`config.mk`:
```
export PLATFORM = sky130hd
export DESIGN_NAME = bist_ctrl_misr
export DESIGN_NICKNAME = d
export VERILOG_FILES = /design/src/rtl/bist_ctrl_misr.sv
export SDC_FILE = /design/constraint.sdc
export NUM_CORES = 1
export LEC_CHECK = 0
export CORE_ASPECT_RATIO = 0.9
export CORE_MARGIN = 1
export CORE_UTILIZATION = 35
export CTS_BUF_LIST = sky130_fd_sc_hd__clkbuf_16
export DETAILED_ROUTE_END_ITERATION = 8
export PLACE_DENSITY = 0.72
export SLEW_MARGIN = 20
export SYNTH_ARGS = -nofsm -noshare
export SYNTH_HDL_FRONTEND = slang
export SYNTH_SLANG_ARGS = --single-unit
```
`constraint.sdc`:
```
create_clock -name clk -period 3 [get_ports clk]
set_input_delay 0.45 -clock clk [delete_from_list [all_inputs] [get_ports clk]]
set_output_delay 0.45 -clock clk [all_outputs]
set_load 0.01 [all_outputs]
```
`src/rtl/bist_ctrl_misr.sv`:
```
// BIST controller: an LFSR drives patterns into an external combinational CUT,
// and a MISR compacts the responses into a signature checked against a golden value.
module bist_ctrl_misr #(
    parameter int                   PAT_W     = 5,
    parameter logic [PAT_W-1:0]     PAT_POLY  = 5'b10100,
    parameter logic [PAT_W-1:0]     SEED      = 5'b00001,
    parameter int                   NUM_PAT   = 31,
    parameter int                   RSP_W     = 4,
    parameter logic [RSP_W-1:0]     MISR_POLY = 4'b1001
) (
    input  logic             clk,
    input  logic             rst,
    input  logic             start,
    input  logic             abort,
    output logic [PAT_W-1:0] pat,
    output logic             pat_valid,
    input  logic [RSP_W-1:0] rsp,
    input  logic [RSP_W-1:0] exp_sig,
    output logic [RSP_W-1:0] sig,
    output logic             busy,
    output logic             done,
    output logic             pass
);

    localparam int CNT_W = $clog2(NUM_PAT + 1);
    localparam logic [CNT_W-1:0] LAST_CNT = CNT_W'(NUM_PAT - 1);

    typedef enum logic [1:0] {
        IDLE = 2'd0,
        RUN  = 2'd1,
        DONE = 2'd2
    } state_t;

    state_t           state;
    logic [CNT_W-1:0] cnt;
    logic [PAT_W-1:0] lfsr_next;
    logic [RSP_W-1:0] misr_next;

    // The MISR absorbs the response to the pattern currently on pat, so the
    // signature after the last RUN edge covers every applied pattern.
    always_comb begin
        lfsr_next = {pat[PAT_W-2:0], ^(pat & PAT_POLY)};
        misr_next = {sig[RSP_W-2:0], ^(sig & MISR_POLY)} ^ rsp;
    end

    always_ff @(posedge clk or posedge rst) begin
        if (rst) begin
            state <= IDLE;
            pat   <= SEED;
            sig   <= '0;
            cnt   <= '0;
            pass  <= 1'b0;
        end else if (abort) begin
            // pat and sig are left untouched so the aborted point can be inspected
            state <= IDLE;
            cnt   <= '0;
            pass  <= 1'b0;
        end else begin
            case (state)
                IDLE, DONE: begin
                    if (start) begin
                        state <= RUN;
                        pat   <= SEED;
                        sig   <= '0;
                        cnt   <= '0;
                        pass  <= 1'b0;
                    end
                end
                RUN: begin
                    sig <= misr_next;
                    pat <= lfsr_next;
                    cnt <= cnt + 1'b1;
                    if (cnt == LAST_CNT) begin
                        state <= DONE;
                        pass  <= (misr_next == exp_sig);
                    end
                end
                default: begin
                    state <= IDLE;
                end
            endcase
        end
    end

    assign busy      = (state == RUN);
    assign pat_valid = (state == RUN);
    assign done      = (state == DONE);

endmodule

```
# Word level (Yosys, flattened, before mapping)
# Cells that the tools add are included.
# op_classes
muxes,15
n_eq_ne,7
n_addsub,1
n_reduce_logical,10
bitwise,2
# ops
operator,n
one-hot mux 5 bit (2 select lines),2
2-to-1 mux 5 bit,3
one-hot mux 4 bit (2 select lines),1
2-to-1 mux 2 bit,3
AND reduction 3 bit,2
"adder 5 x 1 -> 5 bit, second input constant",1
"equality test 5 bit, second input constant",1
parity 5 bit,1
equality test 4 bit,1
2-to-1 mux 4 bit,1
one-hot mux 2 bit (2 select lines),1
AND reduction 2 bit,2
parity 4 bit,1
XOR 4 bit,1
2-to-1 mux 1 bit,3
"!= test 3 x 2 -> 1 bit, second input constant",1
"!= test 3 bit, second input constant",1
nonzero test 3 bit,1
"equality test 2 x 1 -> 1 bit, second input constant",1
"equality test 2 bit, second input constant",1
logical NOT 2 bit,1
"!= test 2 bit, second input constant",1
one-hot mux 1 bit (2 select lines),1
nonzero test 2 bit,1
2 further kinds,2
# totals
out_inout_bits,13
wordCells,40
input_bits,12
ff_bits,17

# Longest topological paths before layout
# logic_depth
word_depth,6
depth_mapped,6
mapped_depth_nobuf,6

# Least setup slack after synthesis
# No wires, ideal clock.
# synth_timing
path_type,flip-flop to output port
start,register state[1]
end,output pat_valid
n_path_buf,2
required_time_ns,2.550
path_stages_with_launch,5
setup_slack_ns,1.716
arrival_ns,0.834
path_cell_list,dfrtp_1 -> nand2b_1 -> buf_6 -> inv_8 -> buf_4
# synth_between
elab_chain_len,1
# synth_rtl
item,line_no,text
from (decl),34,state_t state;
from (signal assigned),48,state <= IDLE;
from (signal assigned),55,state <= IDLE;
from (signal assigned),62,state <= RUN;
equality test 2 x 1 -> 1 bit,--,
to (decl),16,"output logic pat_valid,"
# Every way passes these cells.

# Final worst setup path
# layout_timing
start,register state[1]
end,output busy
# layout_between
elab_chain_len,1
# layout_rtl
item,line_no,text
equality test 2 x 1 -> 1 bit,85,assign busy = (state == RUN);
to (decl),20,"output logic busy,"
# Every way passes these cells.

==> metrics list <==
* Core region area: around 0.0024 mm2
- Largest voltage drop on the vdd net: roughly 0.00031 V
* Final number of hold-violating endpoints: 0
- Total half-perimeter wirelength after legalization and detailed placement: 1226 um
- CTS Buffer Depth: 2
- Number of buffers inserted to repair setup after CTS: 0
- Vias in the first global route: around 680
- Die extent in y: 50.20 um
- In the synthesized netlist, mux cells make up 1.108% of the area.
- Gate count of the mapped netlist: 81
- Async set or reset register ratio after synthesis: 100.0%
- Using the TritonRoute via totals, the vias-per-cell ratio works out to about 5.
- Global routing finished with a remaining overflow of 0.
* Max Clock Freq: 459.8 MHz
- The synthesized netlist devotes 16.34% of its cell area to compound gates.
- Synth Area in Adders: between 2 and 3%
* Number of placed I/O pins: 25
* Average footprint of a synthesized cell: 11.15 um2
* Type of destination of the critical path: output port
- Final weighted congestion in routability-driven placement: 0.7495
- Clock-pin slew was measured on the worst setup and hold paths at ~0.050 ns.
* Per-cell routed wire length: 12.27 um
* Static leakage power: approximately 0.54 nW
* Die ar.: between 0.002 and 0.003 mm2
- Along the worst path, the maximum fanout reaches 10.
- Hold/Removal Path Class: flip-flop to flip-flop
* Antenna violations before repair: 0
- Global-route wire length before repair: 2808 um
* Worst Path Class, Setup: flip-flop to output port
- Primary FF master, synth: sky130_fd_sc_hd__dfrtp_1
- Seq cells post-synth: 17
- Summed over all nets, the switching power comes to 0.0001776 W.
- Starting DRT DRC Count: 5
- Clk_skew: approximately 0.0013 ns
- Excluding fillers, the count of instances in the completed layout stands at 134.
- Power share of the sequential group: 40.2%
* Worst endpoint data arrival time: 1.73 ns
- Post-placement cell area: approximately 0.0011 mm2
- In this run, CTS created clock tree buffers numbering 3.
- Global routing used 13.04% of the available tracks across all layers.
* Vias post-DR: 666
- Measured on the finished design, the core utilization comes to 50.18%.
- The repair_antennas step left the layout with diodes totalling 0.
- Measured along the x axis, the die boundary spans 55.55 um.
- Layout Nets: 121
* Main combinational cell family by area after synthesis: compound AO/OA/AOI/OAI gates
- CTS saw 17 sinks.
- Entering global routing, the biggest net connects 18 pins.
- Placement Rows: 17
- The number of hold buffers added after CTS was 0.
* Effective utilization at floorplan: 36.93%
* Multi-input logic area: between 400 and 500 um2
* Clock tree root driver cell: sky130_fd_sc_hd__clkbuf_16
- Headroom to the max-slew limit came out at between 50 and 60%.
- The first detailed-routing pass took 4 iterations.
- In this run, post-CTS repair resized a total of 0 instances.
- Post-Route WL: about 1600 um
* Fin area: 0.001227 mm2
* Number of library cell types mapped by synthesis: 31
- Adding up every negative setup slack in the final design gives 0 ns.
- Clk_lat worst skew: approximately 0.24 ns
- # placed instances: 130
* Pwr dens: approximately 570 mW/mm2
* Remaining routing DRC violations: 0
- Max-slew violation count: 0
- Area of all sequential standard cells: 426.7 um2
- Combinational cells account for about a quarter of the total power.
- H-Tree Level Count: 1
* Outcome: complete, no violations
- The tool flagged a number of max-cap violations equal to 0.
- Subtracting the final worst setup slack from the clock period gives 2.175 ns.
- Synthesis produced a netlist with a net count of 95.
- Final cycle utilization of the critical path: between 70% and 80%
- The synthesized netlist devotes 12.47% of its cell area to XOR and XNOR gates.
- Sw frac: between 20% and 30%
- After synthesis the cells add up to 903.4 um2.
* Port-buffer cells: 24
* Layout cell share with drive strength beyond 1: 10.38%
- Part of the power in the clock network: ~36%
* Worst-Margin Slew: 0.6106 ns
* Post-detailed-route count of antenna-violating nets: 0
* P_int: 0.0005280 W
- Counting the fill cells in the layout gives 215.
* Count of warnings emitted by yosys: 0
- Share of synthesized area occupied by flip-flops and latches: 47.23%
- Setup violations remaining at the end of the flow were counted as 0.
- Setup repair after global routing missed its margin: false
* Layout overhead on the synthesized area: 35.87%
- Data required time of the critical path: ~2.6 ns
- Type of element launching the critical path: flip-flop
* Post-synth EDFFs: 0
- TritonCTS clock tree: done
- Simple-gate portion of the synthesized area: 14.68%
[metrics by stage]
step | hold WS, ns | setup slack (ns) | power [W]
6_report | 0.4969 | 0.8250 | 0.0007056
5_1_grt | 0.5115 | 0.7761 | 0.0007414
2_1_floorplan | 0.3753 | 1.716 | 0.0003807
3_5_place_dp | 0.4849 | 1.077 | 0.0004548
4_1_cts | 0.5003 | 0.8052 | 0.0007147
3_3_place_gp | 0.4769 | 1.109 | 0.0004537
[synthesized netlist by cell type, types with 2 or more instances]
| cell type | number | area share (%) |
|---|---|---|
| sky130_fd_sc_hd__dfrtp_1 | 16 | 44 |
| sky130_fd_sc_hd__nor2_1 | 9 | 3.7 |
| sky130_fd_sc_hd__xor2_1 | 8 | 7.8 |
| sky130_fd_sc_hd__a22o_1 | 7 | 6.8 |
| sky130_fd_sc_hd__nand2_1 | 4 | 1.7 |
| sky130_fd_sc_hd__o21ai_0 | 4 | 2.2 |
| sky130_fd_sc_hd__nand4_1 | 3 | 2.1 |
| sky130_fd_sc_hd__xnor2_1 | 3 | 2.9 |
| sky130_fd_sc_hd__buf_6 | 2 | 2.5 |
| sky130_fd_sc_hd__ha_1 | 2 | 2.8 |
| sky130_fd_sc_hd__inv_1 | 2 | 0.83 |
| sky130_fd_sc_hd__nor3_1 | 2 | 1.1 |
[critical path, cell delays in order (launching register included)]
cell and delay (ns):
sky130_fd_sc_hd__dfrtp_1 0.38, sky130_fd_sc_hd__nand2b_1 0.36, sky130_fd_sc_hd__inv_8 0.18, sky130_fd_sc_hd__clkdlybuf4s50_1 0.55
[registers in the layout, indices dropped and copies added (netlist names)]
register / cells
cnt: 5
pat: 5
sig: 4
state: 2
pass: 1
[power by group through the flow]
stage	registers, W	logic, W	clock network, W
final	0.000284	0.000167	0.000255
after global routing	0.000288	0.000183	0.000271
after CTS	0.000284	0.000170	0.000261
after detailed placement	0.000286	0.000169	0
after global placement	0.000286	0.000168	0
after floorplan	0.000292	0.0000883	0
[cells in the final DEF (no fill, tap or decap), types with 2 or more instances in the layout]
cell and n:
sky130_fd_sc_hd__inv_1 3, sky130_fd_sc_hd__clkbuf_16 3, sky130_fd_sc_hd__o21ai_0 4, sky130_fd_sc_hd__ha_1 2, sky130_fd_sc_hd__nand2_1 4, sky130_fd_sc_hd__nand4_1 3, sky130_fd_sc_hd__nor3_1 2, sky130_fd_sc_hd__xor2_1 8
sky130_fd_sc_hd__clkdlybuf4s50_1 24, sky130_fd_sc_hd__dfrtp_1 16, sky130_fd_sc_hd__xnor2_1 3, sky130_fd_sc_hd__nor2_1 9, sky130_fd_sc_hd__a22o_1 7
[cells by family (layout without fill, tap and decap cells)]
group | count (synthesis) | in the layout
flops | 17 | 17
mux | 1 | 1
simple gates | 25 | 25
buf+inv | 6 | 31
fa+ha+maj | 2 | 2
xor+xnor | 12 | 12
compound gates | 18 | 18
[final timing paths]
kind / from / endpoint / slack [ns] / depth (start not counted)
setup / recovery: state[1]$_DFFE_PP0P_ / busy / 0.82 / 3
setup reg to reg: state[1]$_DFFE_PP0P_ / sig[1]$_DFFE_PP0P_ / 1.58 / 4
max in group asynchronous: rst / cnt[1]$_DFFE_PP0P_ / 2.02 / 2
hold / removal: pass$_DFFE_PP0P_ / pass$_DFFE_PP0P_ / 0.50 / 1
hold reg to reg: pass$_DFFE_PP0P_ / pass$_DFFE_PP0P_ / 0.50 / 1
min in group asynchronous: rst / state[1]$_DFFE_PP0P_ / 0.58 / 2
[area by class of cell]
type                    count  share of cell area [%]
clock buffers               3                   6.116
inverters                   3                   1.529
flip-flops and latches     17                   34.76
repair buffers             24                   19.57
multi-input cells          58                   34.86
well taps                  28                   2.854
clock inverters             1                  0.3058
[per-layer routing]
metal,up-vias,GRT usage (%),part of all wire [%]
met4,0,7.500,1.9
met2,25,21.29,45
met5,-,0,0
met1,307,15.73,47
met3,4,3.351,5.7
li1,330,-,-
No activity file was read; power rests on OpenSTA's default activity.
